==> src/rtl/envelope_vca.sv <==
// Three-voice time-multiplexed ADSR envelope generator with a shift-add VCA multiplier.
// Each accepted start advances one voice's envelope and scales its sample by it.
module envelope_vca (
  input  logic        clk_i,
  input  logic        rst_ni,
  input  logic        start_i,
  input  logic [9:0]  voice_i,
  input  logic [1:0]  voice_idx_i,
  input  logic        gate_i,
  input  logic [3:0]  attack_i,
  input  logic [3:0]  decay_i,
  input  logic [3:0]  sustain_i,
  input  logic [3:0]  release_i,
  output logic        ready_o,
  output logic [39:0] prod_o
);

  localparam int unsigned NV  = 3;
  localparam int unsigned EW  = 8;
  localparam int unsigned SW  = 10;
  localparam int unsigned AW  = 24;
  localparam int unsigned BW  = 16;
  localparam int unsigned PW  = 40;
  localparam int unsigned CW  = 16;
  localparam int unsigned MCW = 5;

  typedef enum logic [1:0] {C_IDLE, C_UPDATE, C_MSTART, C_MWAIT} ctrl_e;
  typedef enum logic [1:0] {E_RELEASE, E_ATTACK, E_DECAY} env_e;

  ctrl_e            ctrl_q, ctrl_d;
  logic             ready_q, ready_d;
  logic [PW-1:0]    prod_q, prod_d;
  logic [SW-1:0]    smp_q, smp_d;
  logic [1:0]       idx_q, idx_d;
  logic             gate_q, gate_d;
  logic [3:0]       atk_q, atk_d, dec_q, dec_d, sus_q, sus_d, rel_q, rel_d;

  logic [EW-1:0]    env_q [NV];
  logic [EW-1:0]    env_d [NV];
  env_e             est_q [NV];
  env_e             est_d [NV];
  logic             pg_q  [NV];
  logic             pg_d  [NV];
  logic [CW-1:0]    cnt_q [NV];
  logic [CW-1:0]    cnt_d [NV];

  logic [PW-1:0]    ma_q, ma_d;
  logic [BW-1:0]    mb_q, mb_d;
  logic [PW-1:0]    acc_q, acc_d;
  logic [MCW-1:0]   mcnt_q, mcnt_d;

  logic             accept_c, upd_c, mload_c, mstep_c, mdone_c;
  logic             mlast_c;

  // Ticks per envelope step for a 4-bit rate index
  function automatic logic [CW-1:0] rate_p(input logic [3:0] r);
    logic [CW-1:0] p;
    case (r)
      4'd0:    p = 16'd1;
      4'd1:    p = 16'd2;
      4'd2:    p = 16'd3;
      4'd3:    p = 16'd4;
      4'd4:    p = 16'd6;
      4'd5:    p = 16'd9;
      4'd6:    p = 16'd11;
      4'd7:    p = 16'd13;
      4'd8:    p = 16'd16;
      4'd9:    p = 16'd39;
      4'd10:   p = 16'd78;
      4'd11:   p = 16'd125;
      4'd12:   p = 16'd156;
      4'd13:   p = 16'd469;
      4'd14:   p = 16'd781;
      default: p = 16'd1250;
    endcase
    return p;
  endfunction

  assign mlast_c = (mcnt_q == MCW'(BW));

  // Controller state register
  always_ff @(posedge clk_i or negedge rst_ni) begin
    if (!rst_ni) ctrl_q <= C_IDLE;
    else         ctrl_q <= ctrl_d;
  end

  // Controller next state
  always_comb begin
    ctrl_d = ctrl_q;
    case (ctrl_q)
      C_IDLE:   if (start_i && ready_q && (voice_idx_i != 2'd3)) ctrl_d = C_UPDATE;
      C_UPDATE: ctrl_d = C_MSTART;
      C_MSTART: ctrl_d = C_MWAIT;
      C_MWAIT:  if (mlast_c) ctrl_d = C_IDLE;
      default:  ctrl_d = C_IDLE;
    endcase
  end

  // Controller strobes
  always_comb begin
    accept_c = 1'b0;
    upd_c    = 1'b0;
    mload_c  = 1'b0;
    mstep_c  = 1'b0;
    mdone_c  = 1'b0;
    case (ctrl_q)
      C_IDLE:   accept_c = start_i && ready_q && (voice_idx_i != 2'd3);
      C_UPDATE: upd_c    = 1'b1;
      C_MSTART: mload_c  = 1'b1;
      C_MWAIT: begin
        mdone_c = mlast_c;
        mstep_c = !mlast_c;
      end
      default: ;
    endcase
  end

  // Envelope step for the captured voice
  logic [EW-1:0] e_cur, e_new;
  env_e          s_mid, s_new;
  logic [CW-1:0] c_mid, c_new, per;
  logic          pg_cur, step;

  always_comb begin
    e_cur  = env_q[0];
    s_mid  = est_q[0];
    c_mid  = cnt_q[0];
    pg_cur = pg_q[0];
    for (int unsigned v = 0; v < NV; v++) begin
      if (idx_q == 2'(v)) begin
        e_cur  = env_q[v];
        s_mid  = est_q[v];
        c_mid  = cnt_q[v];
        pg_cur = pg_q[v];
      end
    end
    if (gate_q && !pg_cur) begin
      s_mid = E_ATTACK;
      c_mid = '0;
    end else if (!gate_q && pg_cur) begin
      s_mid = E_RELEASE;
      c_mid = '0;
    end
    case (s_mid)
      E_ATTACK: per = rate_p(atk_q);
      E_DECAY:  per = CW'(rate_p(dec_q) * 16'd3);
      default:  per = CW'(rate_p(rel_q) * 16'd3);
    endcase
    step  = (c_mid >= (per - 16'd1));
    c_new = step ? '0 : (c_mid + 16'd1);
    e_new = e_cur;
    s_new = s_mid;
    if (step) begin
      case (s_mid)
        E_ATTACK: if (e_cur != 8'hFF) e_new = e_cur + 8'd1;
        E_DECAY:  if (e_cur > {sus_q, sus_q}) e_new = e_cur - 8'd1;
        default:  if (e_cur != 8'h00) e_new = e_cur - 8'd1;
      endcase
    end
    if ((s_mid == E_ATTACK) && (e_new == 8'hFF)) s_new = E_DECAY;
  end

  // Per-voice next state: only the captured voice moves
  always_comb begin
    for (int unsigned v = 0; v < NV; v++) begin
      env_d[v] = env_q[v];
      est_d[v] = est_q[v];
      pg_d[v]  = pg_q[v];
      cnt_d[v] = cnt_q[v];
      if (upd_c && (idx_q == 2'(v))) begin
        env_d[v] = e_new;
        est_d[v] = s_new;
        pg_d[v]  = gate_q;
        cnt_d[v] = c_new;
      end
    end
  end

  // Capture, multiplier and result next state
  logic [AW-1:0] op_a_c;
  logic [EW-1:0] env_sel_c;

  always_comb begin
    env_sel_c = env_q[0];
    for (int unsigned v = 0; v < NV; v++) begin
      if (idx_q == 2'(v)) env_sel_c = env_q[v];
    end
    op_a_c = {{(AW-SW){smp_q[SW-1]}}, smp_q};
  end

  always_comb begin
    smp_d   = smp_q;
    idx_d   = idx_q;
    gate_d  = gate_q;
    atk_d   = atk_q;
    dec_d   = dec_q;
    sus_d   = sus_q;
    rel_d   = rel_q;
    ready_d = ready_q;
    prod_d  = prod_q;
    ma_d    = ma_q;
    mb_d    = mb_q;
    acc_d   = acc_q;
    mcnt_d  = mcnt_q;
    if (accept_c) begin
      smp_d  = voice_i;
      idx_d  = voice_idx_i;
      gate_d = gate_i;
      atk_d  = attack_i;
      dec_d  = decay_i;
      sus_d  = sustain_i;
      rel_d  = release_i;
    end
    if (upd_c) ready_d = 1'b0;
    if (mload_c) begin
      ma_d   = {{(PW-AW){op_a_c[AW-1]}}, op_a_c};
      mb_d   = {8'h00, env_sel_c};
      acc_d  = '0;
      mcnt_d = '0;
    end
    if (mstep_c) begin
      if (mb_q[0]) acc_d = acc_q + ma_q;
      ma_d   = {ma_q[PW-2:0], 1'b0};
      mb_d   = {1'b0, mb_q[BW-1:1]};
      mcnt_d = mcnt_q + MCW'(1);
    end
    if (mdone_c) begin
      prod_d  = acc_q;
      ready_d = 1'b1;
    end
  end

  always_ff @(posedge clk_i or negedge rst_ni) begin
    if (!rst_ni) begin
      ready_q <= 1'b1;
      prod_q  <= '0;
      smp_q   <= '0;
      idx_q   <= '0;
      gate_q  <= 1'b0;
      atk_q   <= '0;
      dec_q   <= '0;
      sus_q   <= '0;
      rel_q   <= '0;
      ma_q    <= '0;
      mb_q    <= '0;
      acc_q   <= '0;
      mcnt_q  <= '0;
    end else begin
      ready_q <= ready_d;
      prod_q  <= prod_d;
      smp_q   <= smp_d;
      idx_q   <= idx_d;
      gate_q  <= gate_d;
      atk_q   <= atk_d;
      dec_q   <= dec_d;
      sus_q   <= sus_d;
      rel_q   <= rel_d;
      ma_q    <= ma_d;
      mb_q    <= mb_d;
      acc_q   <= acc_d;
      mcnt_q  <= mcnt_d;
    end
  end

  always_ff @(posedge clk_i or negedge rst_ni) begin
    if (!rst_ni) begin
      for (int unsigned v = 0; v < NV; v++) begin
        env_q[v] <= '0;
        est_q[v] <= E_RELEASE;
        pg_q[v]  <= 1'b0;
        cnt_q[v] <= '0;
      end
    end else begin
      for (int unsigned v = 0; v < NV; v++) begin
        env_q[v] <= env_d[v];
        est_q[v] <= est_d[v];
        pg_q[v]  <= pg_d[v];
        cnt_q[v] <= cnt_d[v];
      end
    end
  end

  assign ready_o = ready_q;
  assign prod_o  = prod_q;

endmodule

==> config.mk <==
export PLATFORM = sky130hd
export DESIGN_NAME = envelope_vca
export DESIGN_NICKNAME = d
export VERILOG_FILES = /design/src/rtl/envelope_vca.sv
export SDC_FILE = /design/constraint.sdc
export NUM_CORES = 1
export LEC_CHECK = 0
export ABC_AREA = 0
export CAP_MARGIN = 20
export CORE_ASPECT_RATIO = 0.6
export CORE_MARGIN = 2
export CORE_UTILIZATION = 60
export DETAILED_ROUTE_END_ITERATION = 6
export GPL_TIMING_DRIVEN = 0
export PLACE_DENSITY = 0.83
export SLEW_MARGIN = 15
export SYNTH_ARGS = -nofsm -noshare
export SYNTH_HDL_FRONTEND = slang
export SYNTH_SLANG_ARGS = --single-unit
==> constraint.sdc <==
create_clock -name clk_i -period 8.3 [get_ports clk_i]
set_input_delay 1.66 -clock clk_i [delete_from_list [all_inputs] [get_ports clk_i]]
set_output_delay 1.66 -clock clk_i [all_outputs]
set_load 0.01 [all_outputs]
==> results by group, run 1 <==
Outcome
  • Status: complete, no violations

Logic synthesis
  • Synth Area in XOR/XNOR: 0.03442
  • FFs w/ async S/R, synth: 1.000
  • Synth Area in Simple Gates: 0.1835
  • Synth cell types: just under 90
  • Multiplexer area fraction after synthesis: 0.1032
  • Combinational family with the most area after synthesis: simple AND/OR/NAND/NOR gates
  • Synthesized area: between 15000 and 20000 µm²
  • Post-synthesis sequential area ratio: 0.3666
  • Post-synthesis register bit count: 246
  • Synth Area in Compound Gates: 0.1821
  • Most common flop cell mapped by yosys: dfrtp_1
  • Post-synth EDFFs: 0
  • Net Count, Synth: 1992
  • Synth Warn #: 0
  • Mapped Cells: around 1800
  • Avg Synthesized Cell Area: slightly above 9 µm²
  • Post-synthesis adder-cell area fraction: 0.08762

Job
  • Max-Cap Viols: 0

Global route
  • First-pass GRT wire length: ~76 mm
  • Aggregate global-route resource usage: 0.3256
  • Grt ovf: 0
  • Largest net degree at the start of global routing: 106
  • Vias in the first global route: 14090
  • Initial antenna violation count: 1

Worst setup path
  • Critical Path Max Stage Delay: 0.60 ns
  • CP arrival: 8.44 ns
  • Critical path class: flip-flop to flip-flop
  • Crit path from: idx_q[0]
  • Reg2Reg Setup Slack: roughly 0.3 ns
  • R2R cell count: 29
  • Required time worst endpoint: 8.73 ns
  • RR Startpoint: idx_q[0]
  • CP Capture Point: est_q[0]
  • Worst path slowest cell: or4b_1
  • Startpoint types: flip-flop
  • CP Capture Type: flip-flop
  • Crit-path most repeated cell: buf_4
  • Reg2reg end: est_q[0]
  • Crit-path max FO: 10

Route
  • DRT Pass-1 Iters: 6
  • Detail Route Antenna Nets: 0
  • DR WL/cell: 20.31 µm
  • DRC: 0
  • Initial DRC count: 1670
  • Total Wirelength: between 40 and 50 mm
  • Vias per inst: 6.396
  • Vias: 14920

Layout
  • Nets: about 2100
  • Ratio of cells with drive above 1 in the final layout: 0.09980
  • Synth-to-layout area growth: 13.17%
  • Post-route cell area: ~19000 µm²

STA
  • Final worst-path cycle share: 0.9643
  • Min Hold Slack: 0.4785 ns
  • Worst Tran Pin Value: 0.9598 ns
  • Setup Skew: ~0.027 ns
  • Final setup violation count: 0
  • Post-route minimum period: 8.004 ns
  • Count of final hold-check violations: 0
  • Highest clock rate: 124.9 MHz
  • Final WS setup: 0.2964 ns
  • RSZ-0062 raised after global routing: no
  • Max-slew violations: 0
  • Rel. slew slack: 0.3601

Place
  • Placed Area: 18040 µm²
  • Pre-CTS setup slack: -1.423 ns
  • RD Place Congestion: 0.9905
  • Port-buffer cells: approximately 70
  • DPL Wire Length: 35.57 mm

Clock network
  • H-tree depth: 1
  • CTS tree: done
  • # hold bufs at CTS: 0
  • CTS Sinks: 246
  • Clock Path Buffers: 3
  • CTS buffer count: 25
  • Worst-path clk slew: 0.07 ns
  • Clk Latency, worst-skew pair: about 0.55 ns
  • Root buffer cell: clkbuf_16

Die
  • Die height: 133.6 µm
  • Starting Density: 0.6102
  • Die Area: 29390 µm²
  • Core footprint: 27520 µm²
  • Row cnt: 47
  • DIE WIDTH: 220.0 µm
  • Num ports: between 70 and 80

Power
  • Max IR drop VDD: 0.0001557 V
  • PwrDens: ~130 nW/µm²
  • Leakage Power: 0.008375 µW

Min path
  • Hold Crit Class: flip-flop to flip-flop
-- area by class of cell --
cell class	count	area [µm²]
flip-flops and latches	246	6157
clock inverters	7	75.07
multi-input cells	1427	10010
well taps	367	459.2
plain buffers	101	481.7
diodes	1	2.502
fillers	2145	8516
inverters	68	255.2
repair buffers	79	815.8
clock buffers	36	747.0
-- per-stage QoR --
| step | TNS [ns] | power, µW | utilization | instances |
|---|---|---|---|---|
| 6_report | 0 | 2391 | 0.6906 | 2332 |
| 5_1_grt | 0 | 2456 | 0.6906 | 2332 |
| 4_1_cts | 0 | 2407 | 0.6879 | 2329 |
| 3_5_place_dp | -44.22 | 1265 | 0.6554 | 2287 |
| 3_3_place_gp | -1210.92 | 1262 | 0.6531 | 2284 |
| 2_1_floorplan | 0 | 1222 | - | 1845 |
-- report_power, final --
part	internal, µW	switching, µW	leakage, µW
clock network	657	494	0.000409
logic	15.8	26.2	0.00453
registers	1200	0	0.00344
-- how the worst min path moves through the flow --
| stage | slack (ns) | endpoint | start | depth (start not counted) |
|---|---|---|---|---|
| 6_report | 0.48 | cnt_q[15] | cnt_q[15] | 2 |
| 3_5_place_dp | 0.47 | mb_q[0] | mb_q[1] | 2 |
| 4_1_cts | 0.48 | acc_q[39] | acc_q[39] | 1 |
| 3_3_place_gp | 0.46 | cnt_q[28] | cnt_q[28] | 2 |
| 2_1_floorplan | 0.44 | acc_q[39] | acc_q[39] | 1 |
| 5_1_grt | 0.49 | acc_q[39] | acc_q[39] | 1 |
-- cells by family after synthesis --
logic type	Yosys count
AOI/OAI and AO/OA	492
and+or+nand+nor	595
buffers and inverters	172
xor gates and xnor gates	66
DFF	246
muxes	158
adders and majority gates	116
-- placed cells by master, fill, tap and decap left out, types with 13 or more instances in the layout --
cell	count
mux2_2	80
xor2_1	23
o21a_1	13
nor3_1	23
dfrtp_1	245
clkdlybuf4s50_1	71
nand3b_1	42
buf_1	13
mux2i_1	72
nand4_1	23
a31oi_1	49
a211oi_1	21
clkbuf_16	25
nor2b_1	21
inv_1	62
clkbuf_1	70
xnor2_1	42
nand2_1	184
a21oi_1	78
o31ai_1	20
o21ai_0	187
a21o_1	22
and3_1	22
nor2_1	112
nand2b_1	50
ha_1	111
nand3_1	46
-- critical path, delay by kind of cell (launching register included) --
| kind | cells | cell delay (ns) |
|---|---|---|
| AND/OR/NAND/NOR | 7 | 2.16 |
| XOR/XNOR | 1 | 0.14 |
| AO/OA/AOI/OAI | 7 | 1.74 |
| multiplexers | 1 | 0.34 |
| adder cells (fa/ha/maj) | 4 | 1.22 |
| buffers and inverters | 9 | 1.89 |
| flip-flops | 1 | 0.36 |
-- sequential cells by signal, indices dropped and copies added, names as in the netlist, 2 cells and up --
| name | cells |
|---|---|
| prod_o | 40 |
| mb_q | 8 |
| atk_q | 4 |
| cnt_q | 48 |
| dec_q | 4 |
| smp_q | 10 |
| rel_q | 4 |
| acc_q | 40 |
| env_q | 24 |
| ctrl_q | 2 |
| mcnt_q | 5 |
| sus_q | 4 |
| idx_q | 2 |
| est_q | 6 |
| pg_q | 3 |
| ma_q | 40 |
-- timing repair --
| action | in CTS | in global routing |
|---|---|---|
| setup endpoints to repair | 78 | 6 |
| pin swaps | 1 | 6 |
| resized for setup | 21 | 17 |
| setup buffers | 0 | 4 |
-- metal layers --
layer,up-vias,global-route usage,share of wire
li1,6913,-,-
met2,659,0.4410,0.40
met1,7290,0.5192,0.48
met4,0,0.05518,0.014
met5,-,0,0
met3,53,0.08721,0.11
-- synthesized netlist by cell type, types with 5 or more instances --
library cell | number | share of area
dfrtp_1 | 245 | 0.37
o21ai_0 | 191 | 0.057
nand2_1 | 185 | 0.041
ha_1 | 112 | 0.083
nor2_1 | 112 | 0.025
mux2_2 | 80 | 0.054
a21oi_1 | 78 | 0.023
clkbuf_1 | 72 | 0.016
mux2i_1 | 72 | 0.043
inv_1 | 63 | 0.014
nand2b_1 | 50 | 0.019
a31oi_1 | 49 | 0.018
nand3_1 | 46 | 0.014
xnor2_1 | 43 | 0.022
nand3b_1 | 42 | 0.019
nand4_1 | 23 | 0.0086
nor3_1 | 23 | 0.0069
xor2_1 | 23 | 0.012
a211oi_1 | 22 | 0.0098
a21o_1 | 22 | 0.0098
and3_1 | 22 | 0.0082
nor2b_1 | 21 | 0.0078
o31ai_1 | 20 | 0.0089
buf_1 | 15 | 0.0034
o21a_1 | 13 | 0.0058
o211ai_1 | 12 | 0.0054
buf_2 | 11 | 0.0033
o21bai_1 | 10 | 0.0045
and2_1 | 9 | 0.0034
nor4_1 | 9 | 0.0034
or3_1 | 9 | 0.0034
or2_2 | 8 | 0.0030
a211o_1 | 7 | 0.0037
a41oi_1 | 5 | 0.0026
and4_1 | 5 | 0.0026
clkinv_1 | 5 | 0.0011
o311a_1 | 5 | 0.0030
No activity file was read; power rests on OpenSTA's default activity.
==> run 2, diff against run 1 <==
--- a/config.mk
+++ b/config.mk
@@ -9,10 +9,10 @@
 export CAP_MARGIN = 20
 export CORE_ASPECT_RATIO = 0.6
 export CORE_MARGIN = 2
-export CORE_UTILIZATION = 60
+export CORE_UTILIZATION = 51
 export DETAILED_ROUTE_END_ITERATION = 6
 export GPL_TIMING_DRIVEN = 0
-export PLACE_DENSITY = 0.83
+export PLACE_DENSITY = 0.73
 export SLEW_MARGIN = 15
 export SYNTH_ARGS = -nofsm -noshare
 export SYNTH_HDL_FRONTEND = slang
==> run 2 against run 1 <==
Critical path depth grew 3. Combinational power grew 1%. Clock-buffer cell count shrank 2. First-iteration DRC count shrank 14%. Core utilization shrank 10 points. Critical endpoint is now est_q[2]. Fmax shrank 1.4%. Global-route usage shrank 4.8 points. Sequential cell count is the same. Die area grew 17%. Register-to-register slack lost 0.11 ns. Critical path type unchanged. Final cell count grew 2.5%. Clock power grew 3%. Largest power group unchanged.
==> results by group, run 2 (synthesized netlist as in run 1, its figures left out) <==
Outcome
  • Status: complete, no violations

Layout
  • Ratio of cells with drive above 1 in the final layout: 0.09919 (-0.0006102)
  • Post-route cell area: 19070 µm² (+0.36%)
  • Most frequent cells in the layout: dfrtp_1 (245), o21ai_0 (189), nand2_1 (185)
  • Synth-to-layout area growth: 13.57%
  • # fillers: 2878 (+34%)
  • Layout Utilization: 0.5884 (-0.1022)
  • Nets: 2093 (-0.095%)
  • Largest Register: cnt_q
  • N_diodes: 0 (-1)
  • Commonest non-fill, non-tap cell in the layout: dfrtp_1
  • Largest register FFs: 48 (unchanged)

Power
  • Gate power share: 0.017 (about the same)
  • Clock share of power: 0.489 (+0.008)
  • Net Switching: 540.5 µW (+3.9%)
  • Sw frac: 0.2224 (+0.004885)
  • PwrDens: 127.4 nW/µm² (+1.3%)
  • Int Pwr: 1890 µW (+1.0%)
  • Sequential share of power: 0.493 (-0.008)
  • Leakage Power: 0.008373 µW (about the same)
  • Final Power: 2431 µW (+1.6%)
  • Max IR drop VDD: 0.0001298 V (-17%)

Route
  • Vias: 14640 (-1.8%)
  • Detail Route Antenna Nets: 0 (unchanged)
  • DRC: 0 (unchanged)
  • Total Wirelength: 47.74 mm (+0.77%)
  • DRT Pass-1 Iters: 5 (-1)
  • Initial DRC count: 1437 (-14%)
  • DR WL/cell: 19.97 µm (-1.7%)
  • Vias per inst: 6.126 (-4.2%)

Die
  • Starting Density: 0.5181 (-0.09214)
  • DIE WIDTH: 238.3 µm (+8.3%)
  • Core footprint: 32420 µm² (+18%)
  • Num ports: 73 (unchanged)
  • Die height: 144.6 µm (+8.2%)
  • Die Area: 34440 µm² (+17%)
  • Row cnt: 51 (+8.5%)

Clock network
  • CTS tree: done
  • CTS Sinks: 246 (unchanged)
  • Clock Path Buffers: 3 (unchanged)
  • Clk Latency, worst-skew pair: 0.55 ns (about the same)
  • H-tree depth: 1 (unchanged)
  • CTS buffer count: 26 (+4.0%)
  • Root buffer cell: clkbuf_16
  • Worst-path clk slew: 0.07 ns (about the same)

Worst setup path
  • Required time worst endpoint: 8.74 ns (about the same)
  • RR Startpoint: idx_q[0]
  • Crit-path max FO: 19 (+9)
  • R2R cell count: 32 (+10%)
  • Startpoint types: flip-flop
  • Worst path slowest cell: or4b_1
  • Reg2Reg Setup Slack: 0.18 ns (-0.11 ns)
  • CP arrival: 8.56 ns (+0.12 ns)
  • Critical Path Max Stage Delay: 0.55 ns (-0.05 ns)
  • Crit path from: idx_q[0]
  • Critical path class: flip-flop to flip-flop
  • CP Capture Type: flip-flop
  • Reg2reg end: est_q[2]

Global route
  • First-pass GRT wire length: 75.71 mm (-0.46%)
  • Grt ovf: 0 (unchanged)
  • Largest net degree at the start of global routing: 90 (-15%)
  • Aggregate global-route resource usage: 0.2771 (-0.04846)
  • Initial antenna violation count: 0 (-1)
  • Vias in the first global route: 13600 (-3.4%)

STA
  • Post-route minimum period: 8.116 ns (+0.1123 ns)
  • Count of final hold-check violations: 0 (unchanged)
  • Min Hold Slack: 0.4826 ns (+0.004139 ns)
  • Highest clock rate: 123.2 MHz (-1.4%)
  • Setup Skew: 0.01910 ns (-0.007661 ns)
  • Final worst-path cycle share: 0.9778 (+0.01354)
  • Max-slew violations: 0 (unchanged)
  • Worst Tran Pin Value: 0.8667 ns (-0.09315 ns)
  • Setup_tns: 0 ns (unchanged)
  • Final setup violation count: 0 (unchanged)
  • Rel. slew slack: 0.4222 (+0.06210)

Place
  • Port-buffer cells: 72 (unchanged)
  • DPL Wire Length: 35.94 mm (+1.1%)
  • RD Place Congestion: 0.9910 (about the same)
  • Placed Area: 18100 µm² (+0.37%)

Min path
  • Min-delay src: mb_q[3]
  • Hold Path Depth: 2 (unchanged)
  • Hold EP: mb_q[2]
  • Hold Crit Class: flip-flop to flip-flop

Job
  • Max-Cap Viols: 0 (unchanged)
run 2: cell count changes in the layout (fill, tap and decap cells not counted), moves of 3 or more:
cell,change
clkinv_2,+6
buf_4,-4
clkbuf_8,-4
inv_6,-3
run 2: metal layers:
| metal | share of wire | wire length, µm | track usage | vias up |
|---|---|---|---|---|
| li1 | - | - | - | 6902 |
| met1 | 0.50 | 23790 | 0.4417 | 7113 |
| met5 | 0 | 0 | 0 | - |
| met4 | 0.010 | 495 | 0.03553 | 0 |
| met3 | 0.11 | 5066 | 0.07311 | 42 |
| met2 | 0.39 | 18390 | 0.3761 | 583 |
run 2: power groups by stage:
stage               Combinational (µW)  Clock (µW)  Sequential [µW]
floorplan                        0.311           0             1220
global placement                  40.2           0             1220
detailed placement                44.6           0             1220
CTS                               44.6        1210             1200
global route                      48.1        1260             1200
finish                            42.4        1190             1200
run 2: critical path: cells and delay by family, from the launching register on:
family                   cells  cell delay, ns
AO/OA/AOI/OAI                7            1.60
XOR/XNOR                     1            0.19
adder cells (fa/ha/maj)      2            0.45
buffers and inverters       10            1.92
flip-flops                   1            0.34
multiplexers                 2            0.46
AND/OR/NAND/NOR             10            3.01
run 2: worst max path at each step:
stage | to | slack [ns] | cells after the start
after floorplan | est_q[4] | 0.79 | 29
after global placement | cnt_q[7] | -4.97 | 1
after detailed placement | est_q[2] | -1.33 | 29
after CTS | est_q[2] | 0.04 | 29
after global routing | est_q[4] | -0.03 | 34
final | est_q[2] | 0.18 | 32
run 2: cell type report:
class	instances	area (µm²)	share of cell area
Multi-Input combinational cell	1427	9996	0.5241
Sequential cell	246	6157	0.3228
Timing Repair Buffer	77	803.3	0.04211
Clock buffer	34	752.0	0.03943
Tap cell	424	530.5	0.02781
Buffer	100	461.7	0.02421
Inverter	68	255.2	0.01338
Clock inverter	14	117.6	0.006166
run 2: timing repair:
action / CTS / global route
hold buffers: 0 / 0
endpoints found under the setup margin: 78 / 6
pin swaps: 1 / 2
resized for setup: 14 / 12
gates cloned: 0 / 0
endpoints found under the hold margin: 0 / 0
setup buffers: 1 / 2
run 2: metrics by stage:
step	instances	worst slack, ns
after global routing	2390	-0.02859
final	2390	0.1841
after CTS	2390	0.03783
after floorplan	1845	0.7868
after global placement	2341	-4.973
after detailed placement	2343	-1.335
